===== src/rtl/alu_sched_pkg.sv =====
// alu_sched_pkg: shared definitions for the round-robin ALU scheduler.
//   - opcode encodings OP_AND .. OP_MUL (1011-1111 are illegal)
//   - FSM state enum (IDLE / MUL / RESP)
//   - MUL_ITERS: number of Booth iterations for a 16-bit multiply
package alu_sched_pkg;

  localparam logic [3:0] OP_AND  = 4'b0000;
  localparam logic [3:0] OP_OR   = 4'b0001;
  localparam logic [3:0] OP_NAND = 4'b0010;
  localparam logic [3:0] OP_NOR  = 4'b0011;
  localparam logic [3:0] OP_XOR  = 4'b0100;
  localparam logic [3:0] OP_XNOR = 4'b0101;
  localparam logic [3:0] OP_LSL  = 4'b0110;
  localparam logic [3:0] OP_LSR  = 4'b0111;
  localparam logic [3:0] OP_ADD  = 4'b1000;
  localparam logic [3:0] OP_SUB  = 4'b1001;
  localparam logic [3:0] OP_MUL  = 4'b1010;

  localparam int MUL_ITERS = 16;

  typedef enum logic [1:0] {
    IDLE = 2'd0,
    MUL  = 2'd1,
    RESP = 2'd2
  } state_t;

endpackage


===== src/rtl/booth_mul_seq.sv =====
// booth_mul_seq: sequential radix-2 Booth multiplier, signed x signed.
// One add/sub plus arithmetic right shift per clock, DATA_W iterations.
// Ports:
//   clk, rst   clock, asynchronous active-high reset
//   start      load operands, clear the iteration counter, begin
//   a          multiplicand (signed)
//   b          multiplier (signed)
//   done       high once the last iteration has completed (held until next start)
//   product    2*DATA_W signed product, valid while done is high
module booth_mul_seq #(
  parameter int DATA_W = 16
) (
  input  logic                clk,
  input  logic                rst,
  input  logic                start,
  input  logic [DATA_W-1:0]   a,
  input  logic [DATA_W-1:0]   b,
  output logic                done,
  output logic [2*DATA_W-1:0] product
);

  localparam int CNT_W = $clog2(DATA_W);
  localparam logic [CNT_W-1:0] CNT_LAST = CNT_W'(DATA_W - 1);

  // p_r = {A, Q, q_-1}: accumulator, multiplier, Booth history bit
  logic [2*DATA_W:0]  p_r;
  logic [DATA_W-1:0]  m_r;
  logic [CNT_W-1:0]   cnt_r;
  logic               busy_r;
  logic               done_r;

  logic [DATA_W:0]    acc_ext_s;
  logic [DATA_W:0]    m_ext_s;
  logic [DATA_W:0]    sum_s;

  // Booth step: the add/sub is one bit wider than A so that subtracting the
  // most negative multiplicand cannot overflow; that extra bit becomes the
  // sign shifted into A.
  always_comb begin
    acc_ext_s = {p_r[2*DATA_W], p_r[2*DATA_W:DATA_W+1]};
    m_ext_s   = {m_r[DATA_W-1], m_r};
    case (p_r[1:0])
      2'b01:   sum_s = acc_ext_s + m_ext_s;
      2'b10:   sum_s = acc_ext_s - m_ext_s;
      default: sum_s = acc_ext_s;
    endcase
  end

  // Product/multiplier register, iteration counter and completion flag
  always_ff @(posedge clk or posedge rst) begin
    if (rst) begin
      p_r    <= '0;
      m_r    <= '0;
      cnt_r  <= '0;
      busy_r <= 1'b0;
      done_r <= 1'b0;
    end else if (start) begin
      p_r    <= {{DATA_W{1'b0}}, b, 1'b0};
      m_r    <= a;
      cnt_r  <= '0;
      busy_r <= 1'b1;
      done_r <= 1'b0;
    end else if (busy_r) begin
      // arithmetic shift right of {sum, Q, q_-1}, dropping q_-1
      p_r <= {sum_s, p_r[DATA_W:1]};
      if (cnt_r == CNT_LAST) begin
        busy_r <= 1'b0;
        done_r <= 1'b1;
      end else begin
        cnt_r <= cnt_r + CNT_W'(1);
      end
    end
  end

  assign done    = done_r;
  assign product = p_r[2*DATA_W:1];

endmodule


===== src/rtl/alu_rr_scheduler.sv =====
// alu_rr_scheduler: one ALU shared by two requesters with round-robin
// arbitration. Single-cycle logic/shift/add/sub ops respond the cycle after
// accept; MUL uses the sequential Booth multiplier (booth_mul_seq).
// Optional feature macro: ALU_OVF_FLAG_EN (signed ADD/SUB overflow flag;
// on overflow the result is forced to 0). Undefined: rsp_ovf is always 0.
// Ports:
//   clk, rst                       clock, asynchronous active-high reset
//   reqN_valid/ready               requester N handshake (ready only in IDLE)
//   reqN_op, reqN_a, reqN_b        opcode and operands, captured on accept
//   rsp_valid/rsp_ready            response handshake
//   rsp_id                         requester that issued the op
//   rsp_result                     2*DATA_W result (16-bit ops sign-extended)
//   rsp_err                        illegal opcode
//   rsp_ovf                        signed ADD/SUB overflow (optional feature)
module alu_rr_scheduler
  import alu_sched_pkg::*;
#(
  parameter int DATA_W        = 16,
  parameter int RR_RESET_PRIO = 0
) (
  input  logic                clk,
  input  logic                rst,
  input  logic                req0_valid,
  output logic                req0_ready,
  input  logic [3:0]          req0_op,
  input  logic [DATA_W-1:0]   req0_a,
  input  logic [DATA_W-1:0]   req0_b,
  input  logic                req1_valid,
  output logic                req1_ready,
  input  logic [3:0]          req1_op,
  input  logic [DATA_W-1:0]   req1_a,
  input  logic [DATA_W-1:0]   req1_b,
  output logic                rsp_valid,
  input  logic                rsp_ready,
  output logic                rsp_id,
  output logic [2*DATA_W-1:0] rsp_result,
  output logic                rsp_err,
  output logic                rsp_ovf
);

  // last_grant resets to the requester that should lose the first tie
  localparam logic GRANT_RST = (RR_RESET_PRIO == 0) ? 1'b1 : 1'b0;
  localparam logic [DATA_W-1:0] SHIFT_LIM = DATA_W[DATA_W-1:0];

  state_t                state_r;
  state_t                state_nxt_s;
  logic                  last_grant_r;

  logic                  grant0_s;
  logic                  grant1_s;
  logic                  accept_s;
  logic                  sel_id_s;
  logic [3:0]            sel_op_s;
  logic [DATA_W-1:0]     sel_a_s;
  logic [DATA_W-1:0]     sel_b_s;
  logic                  sel_mul_s;

  logic [DATA_W-1:0]     b_eff_s;
  logic                  carry_in_s;
  logic [DATA_W-1:0]     sum_s;
  logic [DATA_W-1:0]     alu_res_s;
  logic [2*DATA_W-1:0]   alu_result_s;
  logic                  alu_err_s;
  logic                  alu_ovf_s;

  logic                  mul_start_s;
  logic                  mul_done_s;
  logic [2*DATA_W-1:0]   mul_product_s;

  logic                  rsp_valid_r;
  logic                  rsp_id_r;
  logic [2*DATA_W-1:0]   rsp_result_r;
  logic                  rsp_err_r;
  logic                  rsp_ovf_r;

  // Ready is a combinational function of valid so a lone requester is taken
  // in the same cycle; the last_grant term makes the two grants exclusive.
  assign grant0_s   = (state_r == IDLE) & req0_valid & (~req1_valid | last_grant_r);
  assign grant1_s   = (state_r == IDLE) & req1_valid & (~req0_valid | ~last_grant_r);
  assign req0_ready = grant0_s;
  assign req1_ready = grant1_s;
  assign accept_s   = grant0_s | grant1_s;

  // Operand/opcode mux for the granted requester
  always_comb begin
    if (grant1_s) begin
      sel_id_s = 1'b1;
      sel_op_s = req1_op;
      sel_a_s  = req1_a;
      sel_b_s  = req1_b;
    end else begin
      sel_id_s = 1'b0;
      sel_op_s = req0_op;
      sel_a_s  = req0_a;
      sel_b_s  = req0_b;
    end
  end

  assign sel_mul_s   = (sel_op_s == OP_MUL);
  assign mul_start_s = accept_s & sel_mul_s;

  // Single-cycle ALU; SUB reuses the adder as a + ~b + 1
  always_comb begin
    alu_res_s = '0;
    alu_err_s = 1'b0;
    alu_ovf_s = 1'b0;
    if (sel_op_s == OP_SUB) begin
      b_eff_s    = ~sel_b_s;
      carry_in_s = 1'b1;
    end else begin
      b_eff_s    = sel_b_s;
      carry_in_s = 1'b0;
    end
    sum_s = sel_a_s + b_eff_s + {{(DATA_W-1){1'b0}}, carry_in_s};
    case (sel_op_s)
      OP_AND:  alu_res_s = sel_a_s & sel_b_s;
      OP_OR:   alu_res_s = sel_a_s | sel_b_s;
      OP_NAND: alu_res_s = ~(sel_a_s & sel_b_s);
      OP_NOR:  alu_res_s = ~(sel_a_s | sel_b_s);
      OP_XOR:  alu_res_s = sel_a_s ^ sel_b_s;
      OP_XNOR: alu_res_s = ~(sel_a_s ^ sel_b_s);
      OP_LSL: begin
        if (sel_b_s >= SHIFT_LIM) begin
          alu_res_s = '0;
        end else begin
          alu_res_s = sel_a_s << sel_b_s;
        end
      end
      OP_LSR: begin
        if (sel_b_s >= SHIFT_LIM) begin
          alu_res_s = '0;
        end else begin
          alu_res_s = sel_a_s >> sel_b_s;
        end
      end
      OP_ADD, OP_SUB: begin
        alu_res_s = sum_s;
`ifdef ALU_OVF_FLAG_EN
        // operands of equal sign producing a sum of the other sign
        if ((sel_a_s[DATA_W-1] == b_eff_s[DATA_W-1]) &&
            (sum_s[DATA_W-1] != sel_a_s[DATA_W-1])) begin
          alu_ovf_s = 1'b1;
          alu_res_s = '0;
        end else begin
          alu_ovf_s = 1'b0;
        end
`endif
      end
      OP_MUL:  alu_res_s = '0;
      default: begin
        alu_err_s = 1'b1;
        alu_res_s = '0;
      end
    endcase
    alu_result_s = {{DATA_W{alu_res_s[DATA_W-1]}}, alu_res_s};
  end

  booth_mul_seq #(
    .DATA_W (DATA_W)
  ) u_mul (
    .clk     (clk),
    .rst     (rst),
    .start   (mul_start_s),
    .a       (sel_a_s),
    .b       (sel_b_s),
    .done    (mul_done_s),
    .product (mul_product_s)
  );

  // FSM state register
  always_ff @(posedge clk or posedge rst) begin
    if (rst) begin
      state_r <= IDLE;
    end else begin
      state_r <= state_nxt_s;
    end
  end

  // FSM next-state logic
  always_comb begin
    state_nxt_s = state_r;
    case (state_r)
      IDLE: begin
        if (accept_s) begin
          if (sel_mul_s) begin
            state_nxt_s = MUL;
          end else begin
            state_nxt_s = RESP;
          end
        end else begin
          state_nxt_s = IDLE;
        end
      end
      MUL: begin
        if (mul_done_s) begin
          state_nxt_s = RESP;
        end else begin
          state_nxt_s = MUL;
        end
      end
      RESP: begin
        if (rsp_valid_r && rsp_ready) begin
          state_nxt_s = IDLE;
        end else begin
          state_nxt_s = RESP;
        end
      end
      default: state_nxt_s = IDLE;
    endcase
  end

  // Round-robin pointer: remembers the requester served most recently
  always_ff @(posedge clk or posedge rst) begin
    if (rst) begin
      last_grant_r <= GRANT_RST;
    end else if (accept_s) begin
      last_grant_r <= sel_id_s;
    end
  end

  // Response registers: loaded on single-cycle accept or MUL completion,
  // frozen while waiting for the consumer
  always_ff @(posedge clk or posedge rst) begin
    if (rst) begin
      rsp_valid_r  <= 1'b0;
      rsp_id_r     <= 1'b0;
      rsp_result_r <= '0;
      rsp_err_r    <= 1'b0;
      rsp_ovf_r    <= 1'b0;
    end else if ((state_r == IDLE) && accept_s) begin
      rsp_id_r <= sel_id_s;
      if (!sel_mul_s) begin
        rsp_valid_r  <= 1'b1;
        rsp_result_r <= alu_result_s;
        rsp_err_r    <= alu_err_s;
        rsp_ovf_r    <= alu_ovf_s;
      end
    end else if ((state_r == MUL) && mul_done_s) begin
      rsp_valid_r  <= 1'b1;
      rsp_result_r <= mul_product_s;
      rsp_err_r    <= 1'b0;
      rsp_ovf_r    <= 1'b0;
    end else if (rsp_valid_r && rsp_ready) begin
      rsp_valid_r <= 1'b0;
    end
  end

  assign rsp_valid  = rsp_valid_r;
  assign rsp_id     = rsp_id_r;
  assign rsp_result = rsp_result_r;
  assign rsp_err    = rsp_err_r;
  assign rsp_ovf    = rsp_ovf_r;

endmodule

===== config.mk =====
export PLATFORM = sky130hd
export DESIGN_NAME = alu_rr_scheduler
export DESIGN_NICKNAME = d
export VERILOG_FILES = /design/src/rtl/alu_sched_pkg.sv /design/src/rtl/booth_mul_seq.sv /design/src/rtl/alu_rr_scheduler.sv
export SDC_FILE = /design/constraint.sdc
export NUM_CORES = 1
export LEC_CHECK = 0
export CAP_MARGIN = 20
export CORE_UTILIZATION = 45
export CTS_CLUSTER_DIAMETER = 60
export DETAILED_ROUTE_END_ITERATION = 10
export PLACE_DENSITY = 0.66
export SETUP_SLACK_MARGIN = 0.15
export SLEW_MARGIN = 20
export SYNTH_ARGS = -nofsm -noshare
export SYNTH_HDL_FRONTEND = slang
export SYNTH_SLANG_ARGS = --single-unit

===== constraint.sdc =====
create_clock -name clk -period 6.03 [get_ports clk]
set_clock_uncertainty 0.05 [all_clocks]
set_input_delay 1.206 -clock clk [delete_from_list [all_inputs] [get_ports clk]]
set_output_delay 1.206 -clock clk [all_outputs]
set_load 0.1 [all_outputs]

[After elaboration in Yosys (flattened, before gate mapping)]
Cells that the tools add are included.
Storage, ports and cells
  register bits after elaboration: 94
  input port bits: 77
  output and inout bits: 38
  word-level logic and storage cells: 112
Cells by class
  add/subtract/negate cells: 5
  magnitude comparators: 1
  equal/unequal tests: 17
  shift-type cells: 2
  muxes and demuxes: 39
  bitwise logic cells: 18
  reduce and logical (&&, ||, !) cells: 17
Operators with widths (count)
  $pmux W16 S9: 1
  $mux W32: 3
  $mux W16: 5
  $mux W33: 2
  $not A16 Y16: 4
  $pmux W17 S2: 1
  $mux W1: 18
  $add A16 B16 Y17: 1
  $sub A16 B16 Y17: 1
  $add A16 B1 Y16: 1
  $add A16 B16 Y16: 1
  $and A16 B16 Y16: 1
  $eq A4 B3 Y1 const B: 4
  $eq A4 B4 Y1 const B: 4
  $ge A16 B5 Y1 const B: 1
  $mux W4: 4
  $or A16 B16 Y16: 1
  $shl A16 B16 Y16: 1
  $shr A16 B16 Y16: 1
  $xor A16 B16 Y16: 1
  $reduce_and A2 Y1: 5
  $reduce_or A10 Y1: 1
  $eq A4 B2 Y1 const B: 2
  $mux W2: 4
  15 further kinds: 31

[Logic depth before layout (Yosys ltp)]
Gate-level depths: netlist of run 1.
  word-level depth: 11
  mapped depth: 20
  mapped depth without buffers: 17

[Modules after synthesis]
From an unflattened synthesis of run 1, not the netlist that was laid out.
Unflattened totals
  cells, all modules: 1433
  area, all modules: 11524.8 µm²
Modules (own cells, without submodules)
  alu_rr_scheduler: instances 1, cells each 1009, area each 7688.6 µm²
  booth_mul_seq: instances 1, cells each 424, area each 3836.2 µm²

[Least setup slack after synthesis of run 1]
No wires, ideal clock.
  path kind: input to register
  start point: input port req1_valid
  end point: register rsp_result_r[26] (netlist: rsp_result[26])
  arrival: 5317 ps
  data required time: 5853 ps
  setup slack: 536 ps
  cell stages on the path: 18
  path buffers: 6
  path through: clkbuf_1 nand2_4 buf_2 buf_2 buf_1 buf_1 mux2i_1 inv_1 ha_1 a21o_1 nor3_1 a21oi_2 a2111oi_4 nor4_1 or4_1 a41oi_4 buf_6 nand3_1
On the way
  elaborated cells between the ends (all ways): 44
  those cells by class: 2 x add/sub; 1 x order compare; 11 x eq/ne; 2 x shift; 10 x mux; 13 x bitwise; 5 x reduce/logical
RTL lines
  start, declared: line alu_rr_scheduler.sv:28  | input logic req1_valid,
  $and A1 B1 Y1 (*) (2 in a row): line alu_rr_scheduler.sv:79  | assign grant1_s = (state_r == IDLE) & req1_valid & (~req0_valid | ~last_grant_r);
  $mux W16 (*): line alu_rr_scheduler.sv:86  | if (grant1_s) begin
  net sel_a_s[4]: line alu_rr_scheduler.sv:54  | logic [DATA_W-1:0] sel_a_s;
  $add A16 B16 Y16 (tied with other cells): line alu_rr_scheduler.sv:114  | sum_s = sel_a_s + b_eff_s + {{(DATA_W-1){1'b0}}, carry_in_s};
  $add A16 B1 Y16 (tied with other cells): line alu_rr_scheduler.sv:114
  $pmux W16 S9 (*): line alu_rr_scheduler.sv:115  | case (sel_op_s)
  $mux W32 (*): line alu_rr_scheduler.sv:232  | if (!sel_mul_s) begin
  $mux W32 (*): line alu_rr_scheduler.sv:230  | end else if ((state_r == IDLE) && accept_s) begin
  end signal, assigned: line alu_rr_scheduler.sv:234  | rsp_result_r <= alu_result_s;
  end signal, assigned: line alu_rr_scheduler.sv:240  | rsp_result_r <= mul_product_s;
  end, declared: line alu_rr_scheduler.sv:72  | logic [2*DATA_W-1:0] rsp_result_r;
The timed path passes the listed nets; every way through them passes the cells marked *. The select of a mux whose other input is x is not followed.
A chain may end at the register's enable or synchronous reset.

[Worst setup path after layout of run 1]
  start point: input port req0_valid
  end point: register rsp_result_r[10] (netlist: rsp_result[10])
On the way
  word-level cells in the longest chain between the ends: 11
  elaborated cells between the ends (all ways): 44
  those cells by class: 2 x add/sub; 1 x order compare; 11 x eq/ne; 2 x shift; 10 x mux; 13 x bitwise; 5 x reduce/logical
RTL lines
  start, declared: line alu_rr_scheduler.sv:23  | input logic req0_valid,
  $not A1 Y1: line alu_rr_scheduler.sv:79
  $or A1 B1 Y1: line alu_rr_scheduler.sv:79
  $and A1 B1 Y1: line alu_rr_scheduler.sv:79
  $mux W4 or $mux W16 (tied branches): line alu_rr_scheduler.sv:86
  $eq A4 B4 Y1 or $not A16 Y16 (tied branches): line alu_rr_scheduler.sv:107, alu_rr_scheduler.sv:115, alu_rr_scheduler.sv:108
  $mux W16: line alu_rr_scheduler.sv:107  | if (sel_op_s == OP_SUB) begin
  $add A16 B16 Y16: line alu_rr_scheduler.sv:114
  $add A16 B1 Y16: line alu_rr_scheduler.sv:114
  $pmux W16 S9: line alu_rr_scheduler.sv:115
  $mux W32: line alu_rr_scheduler.sv:232
  $mux W32: line alu_rr_scheduler.sv:230
Parallel ways exist; a longest one is shown, timed or not. The select of a mux whose other input is x is not followed.

==> flow_summary.toml, run 1 <==
[status]
status = "finished clean"

[routing]
met2WireLength_um = 19000
dr.pass1.iters = 5
wl_per_cell_um = 24.6
via_per_inst = 6.35
num_vias = 10800
wl_met1_um = 17400
postRouteAntennaNets = 0
top_layer_used = "met4"
drt_iter0_drc = 977
wl_um = 42000
drc = 0
routed-wl-met3_um = 3650

[sta]
final.period_utilization = 0.901
min_period_ns = 5.43
setup-tns-final_ns = 0
setup_violations = 0
fmax_ghz = 0.184
hold_violations = 0
slew_headroom = 0.304
rsz0062_at_grt = "false"
worst_slack_ns = 0.598
tightest_slew_ns = 1.04
final-max-slew-violation-count = 0

[global_routing]
grt_pass1_wl_um = 63600
grt_start_max_net_pins = 63
grt_pass1_vias = 10300
gr-total-overflow = 0
antenna_found_initial = 0
grt_usage = 0.361

[worst_setup_path]
critPathTopFamily = "compound AO/OA/AOI/OAI gates"
path_buf_inv = 4
cp-end-kind = "flop"
cp_cell_sequence = "clkdlybuf4s50_1 -> a211oi_4 -> nand2_4 -> buf_12 -> nor2_1 -> nor2_2 -> buf_4 -> xnor2_1 -> inv_1 -> fa_1 -> nor2b_1 -> o21ai_0 -> nand2b_1 -> a21oi_1 -> o21ai_0 -> a311oi_1 -> xnor2_1 -> a2111oi_0 -> a311oi_1"
critPathKind = "in -> reg"
critPathSlowestCell = "a2111oi_0"
cp.required_ns = 6.20
max_stage_delay_ns = 0.69
worst_ep_arrival_time_ns = 5.60
worstPathMaxFanout = 22
startpoint_type = "input port"

[synth]
async_reset_ff_frac = 1.00
synth_nets = 1473
ys_top_cells_by_area = "dfrtp_1 22%, ha_1 8.4%, mux2i_1 7.7%, a21oi_1 6.0%, o21ai_0 5.5%"
yosysTopAreaCellShare = 0.225
synth.distinct_cells = 80
synth_top_cell_by_area = "dfrtp_1"
netlist_instances = 1325
synth_top_flop_cell = "dfrtp_1"
yosysWarnings = 0
synth_edf_count = 0
ys_ff_latch = 93
syn_area_per_cell_um2 = 7.73
netlist_area_um2 = 10200
ys_seq_area_frac = 0.227

[clocking]
path_clk_slew_ns = 0.09
htreeDepth = 3
cts_setup_buffers = 0
cts_tree = "yes"
ctsHoldBuffers = 0
cts_buffer_depth = 2
root_buffer = "clkbuf_16"
cts_inserted_buffers = 9
cts.sinks = 93
clk_latency_ns = 0.36
postCtsResizedCells = 0

[finish]
multiInputGateArea_um2 = 7370
design_area_um2 = 12100
regArea_um2 = 2330
synthToLayoutAreaGrowth_pct = 18.2
drive_above_1_share = 0.0857
fill_cells = 2163
finalNetCount = 1567
diodes = 0
final_common_cell = "nand2_1"
final_cell_mix = "125 x nand2_1, 123 x a21oi_1, 112 x o21ai_0, 111 x clkdlybuf4s50_1, 105 x nor2_1"

[floorplan]
fp.dieH_um = 153
ios = 115
floorplan.initialDensity = 0.464
core_area_um2 = 22100
rows = 54
die_area_um2 = 23400
die_w_um = 153

[placement]
placed_area_um2 = 11800
finalWeightedCongestion = 1.02
place_hpwl_um = 33100
post-place-ws_ns = 0.0926
io_buffer_count = 113

[power_and_ir_drop]
max-vdd-ir-drop_v = 0.000292
p_leak_uw = 0.00512
powerDensity_nw_per_um2 = 556
power.total_uw = 6740

[hold_path]
hold_path_class = "reg -> reg"

[job]
maxCapViolations = 0
[metrics by stage]
| stage | utilization | instances | hold WS, ns |
|---|---|---|---|
| floorplan | - | 1325 | 0.408 |
| global route | 0.548 | 1704 | 0.460 |
| finish | 0.548 | 1704 | 0.435 |
| detailed placement | 0.534 | 1687 | 0.415 |
| CTS | 0.547 | 1703 | 0.432 |
| global placement | 0.534 | 1687 | 0.424 |
[path summary, 6_finish.rpt]
| check | from | end | slack (ns) | cells after the start |
|---|---|---|---|---|
| setup / recovery | req0_valid | rsp_result[10]$_DFFE_PP0P_ | 0.60 | 19 |
| hold / removal | rsp_id$_DFFE_PP0P_ | rsp_id$_DFFE_PP0P_ | 0.43 | 2 |
| setup reg to reg | state_r[1]$_DFF_PP0_ | rsp_result[10]$_DFFE_PP0P_ | 1.53 | 18 |
| hold reg to reg | rsp_id$_DFFE_PP0P_ | rsp_id$_DFFE_PP0P_ | 0.43 | 2 |
| max in group asynchronous | rst | rsp_result[20]$_DFFE_PP0P_ | 3.63 | 3 |
| min in group asynchronous | rst | rsp_id$_DFFE_PP0P_ | 1.30 | 2 |
[logic make-up after synthesis]
kind of cell,after synthesis,synth area share
simple gates,440,0.206
xor+xnor,64,0.0547
buf+inv,134,0.0549
flops,93,0.227
other cells,1,0.000366
mux,105,0.107
fa+ha+maj,71,0.0882
compound gates,417,0.262
[cell type report]
| cell class | count | share of cell area |
|---|---|---|
| clock inverters | 7 | 0.00558 |
| clock buffers | 9 | 0.0186 |
| flip-flops and latches | 93 | 0.192 |
| well taps | 280 | 0.0289 |
| repair buffers | 168 | 0.131 |
| multi-input cells | 1098 | 0.608 |
| inverters | 49 | 0.0154 |
[where the power goes]
group	internal [µW]	total [µW]	switching (µW)
clock	290	575	285
combinational	1750	4930	3180
sequential	929	1230	304
total	2970	6740	3770
[synth_stat cells (4+ instances only)]
cell,n
nand2b_1,19
a22oi_1,11
or3_1,11
xor2_1,13
nand2_1,125
nand4_1,8
o21ai_0,112
and2_1,9
dfrtp_1,92
nand3_1,47
o211ai_1,17
buf_2,24
nor3b_1,4
a221oi_1,12
a2111oi_0,10
a221o_1,5
a311oi_1,4
ha_1,69
a21o_1,10
nor2b_1,28
o21ai_1,4
mux2i_1,79
and3_1,8
mux2_2,23
o21a_1,6
buf_1,10
clkbuf_1,44
nor4_1,17
buf_4,6
o211a_1,5
inv_1,46
o31a_1,4
o22ai_1,6
o2111ai_1,6
nor2_1,106
o31ai_1,9
xnor2_1,51
a211oi_1,32
a31oi_1,11
a21oi_1,123
nor3_1,39
[registers in the layout, summed over array words and instances, names as in the netlist]
register      count
last_grant_r      1
rsp_err           1
rsp_id            1
rsp_result       32
rsp_valid         1
state_r           2
u_mul.busy_r      1
u_mul.cnt_r       4
u_mul.done        1
u_mul.m_r        16
u_mul.p_r        33
[per-layer routing]
layer / up-vias / GRT usage
met1: 5162 / 0.463
li1: 5060 / -
met5: - / 0
met3: 98 / 0.0743
met2: 505 / 0.584
met4: 0 / 0.162
[worst register-to-register path: cells and delay by family, from the launching register on]
kind / cells / cell delay, ns
xor gates and xnor gates: 2 / 0.33
AOI/OAI and AO/OA: 7 / 1.78
adders and majority gates: 1 / 0.44
and+or+nand+nor: 5 / 0.77
DFF: 1 / 0.47
buffers and inverters: 3 / 0.53
No activity file was read; power rests on OpenSTA's default activity.
==> run 2: changes to the inputs <==
--- a/config.mk
+++ b/config.mk
@@ -9,9 +9,9 @@
 export CORE_UTILIZATION = 45
 export CTS_CLUSTER_DIAMETER = 60
 export DETAILED_ROUTE_END_ITERATION = 10
-export PLACE_DENSITY = 0.66
+export PLACE_DENSITY = 0.69
 export SETUP_SLACK_MARGIN = 0.15
-export SLEW_MARGIN = 20
+export SLEW_MARGIN = 25
 export SYNTH_ARGS = -nofsm -noshare
 export SYNTH_HDL_FRONTEND = slang
 export SYNTH_SLANG_ARGS = --single-unit
==> flow_summary.toml, run 2 (synthesis results as in run 1) <==
[routing]
drc = 0
via_per_inst = 6.39
wl_per_cell_um = 22.7
num_vias = 10800
postRouteAntennaNets = 0
dr.pass1.iters = 5
drt_iter0_drc = 926
wl_um = 38600

[floorplan]
core_area_um2 = 22100
die_w_um = 153
die_area_um2 = 23400
fp.dieH_um = 153
ios = 115
floorplan.initialDensity = 0.464
rows = 54

[clocking]
htreeDepth = 3
cts_tree = "yes"
root_buffer = "clkbuf_16"
path_clk_slew_ns = 0.06
cts_setup_buffers = 0
cts_inserted_buffers = 9
cts_buffer_depth = 2
postCtsResizedCells = 0
ctsHoldBuffers = 0
cts.sinks = 93
clk_latency_ns = 0.35

[hold_path]
hold_end = "rsp_result[27]$_DFFE_PP0P_"
hold_depth = 2
hold_start = "rsp_result[27]$_DFFE_PP0P_"
hold_path_class = "reg -> reg"

[worst_setup_path]
critPathKind = "in -> reg"
worstPathMaxFanout = 17
path_buf_inv = 2
r2r_slack_ns = 1.46
r2r-start = "state_r[1]$_DFF_PP0_"
startpoint_type = "input port"
r2r_end = "rsp_result[19]$_DFFE_PP0P_"
max_stage_delay_ns = 0.61
critPathSlowestCell = "a41oi_4"
r2r.worst_path.cells = 14
worst_ep_arrival_time_ns = 5.64
cp-end-kind = "flop"
cp_cell_sequence = "clkdlybuf4s50_1 -> a211oi_4 -> nand2_4 -> inv_2 -> mux2_1 -> xnor2_1 -> ha_1 -> or2_2 -> a31oi_1 -> a21oi_2 -> a2111oi_4 -> nor4_1 -> or4_1 -> a41oi_4 -> a21oi_1"
critPathTopFamily = "compound AO/OA/AOI/OAI gates"
cp.required_ns = 6.18

[finish]
diodes = 0
final_cell_mix = "125 x nand2_1, 123 x a21oi_1, 112 x o21ai_0, 111 x clkdlybuf4s50_1, 105 x nor2_1"
regArea_um2 = 2330
fin_util = 0.546
fill_cells = 2148
multiInputGateArea_um2 = 7370
top_register = "u_mul.p_r"
largest_reg_flops = 33
finalNetCount = 1561
fin_cells = 1698
drive_above_1_share = 0.0811
final_common_cell = "nand2_1"
design_area_um2 = 12100
synthToLayoutAreaGrowth_pct = 17.8

[placement]
place_hpwl_um = 30000
post-place-ws_ns = 0.263
placed_area_um2 = 11800
dp.cells = 1682
finalWeightedCongestion = 1.05
io_buffer_count = 113

[sta]
min_period_ns = 5.49
final-max-slew-violation-count = 0
fmax_ghz = 0.182
setup-tns-final_ns = 0
slew_headroom = 0.313
setup_violations = 0
worst_slack_ns = 0.539
hold_violations = 0
final.period_utilization = 0.911
tightest_slew_ns = 1.03
rsz0062_at_grt = "false"

[job]
maxCapViolations = 0

[global_routing]
antenna_found_initial = 0
grt_start_max_net_pins = 63
grt_pass1_wl_um = 59100
grt_usage = 0.328
gr-total-overflow = 0
grt_pass1_vias = 10100

[power_and_ir_drop]
powerDensity_nw_per_um2 = 557
p_leak_uw = 0.00509
max-vdd-ir-drop_v = 0.000315

[status]
status = "finished clean"
run 2: cell count changes in the layout (fill, tap and decap cells not counted), sizes merged:
cell,delta
bufinv,+2
inv,-3
clkbuf,+2
buf,-6
clkinv,-2
clkinvlp,+1
run 2: per-stage QoR:
stage | hold slack, ns | total power, µW
2_1_floorplan | 0.408 | 4830
3_3_place_gp | 0.426 | 5960
3_5_place_dp | 0.433 | 6030
4_1_cts | 0.447 | 6680
5_1_grt | 0.463 | 7210
6_report | 0.440 | 6730
run 2: how the worst max path moves through the flow:
| stage | startpoint | end | slack, ns | cells past startpoint |
|---|---|---|---|---|
| after floorplan | req1_valid | rsp_result[26]$_DFFE_PP0P_ | 0.54 | 18 |
| after global placement | req0_valid | rsp_result[28]$_DFFE_PP0P_ | 0.31 | 15 |
| after detailed placement | req0_valid | rsp_result[19]$_DFFE_PP0P_ | 0.26 | 15 |
| after CTS | req0_valid | rsp_result[19]$_DFFE_PP0P_ | 0.61 | 15 |
| after global routing | req0_valid | rsp_result[26]$_DFFE_PP0P_ | 0.30 | 16 |
| final | req0_valid | rsp_result[19]$_DFFE_PP0P_ | 0.54 | 15 |
run 2: per-layer routing:
layer  track usage  routed length, µm  vias to the layer above
li1              -                  -                     5033
met1         0.427              16200                     5185
met2         0.519              17100                      543
met3        0.0570               3240                       88
met4         0.176               2050                        0
met5             0                  0                        -
run 2: report_power, final:
| group | internal, µW | switching [µW] | total, µW |
|---|---|---|---|
| logic | 1730 | 3070 | 4800 |
| registers | 930 | 374 | 1300 |
| clock network | 365 | 258 | 624 |
run 2: final cells by class:
type | count | area share
Multi-Input combinational cell | 1098 | 0.610
Tap cell | 280 | 0.0290
Sequential cell | 93 | 0.193
Timing Repair Buffer | 162 | 0.126
Inverter | 49 | 0.0154
Clock inverter | 5 | 0.00705
Clock buffer | 11 | 0.0193
run 2: worst reg2reg max path: stages, from the launching register on:
cell and delay (ns):
dfrtp_1 0.48, a211oi_4 0.32, nand2_4 0.10, inv_2 0.20, mux2_1 0.39, xnor2_1 0.14, ha_1 0.32, or2_2 0.31
a31oi_1 0.25, a21oi_2 0.09, a2111oi_4 0.40, nor4_1 0.12, or4_1 0.46, a41oi_4 0.61, a21oi_1 0.17
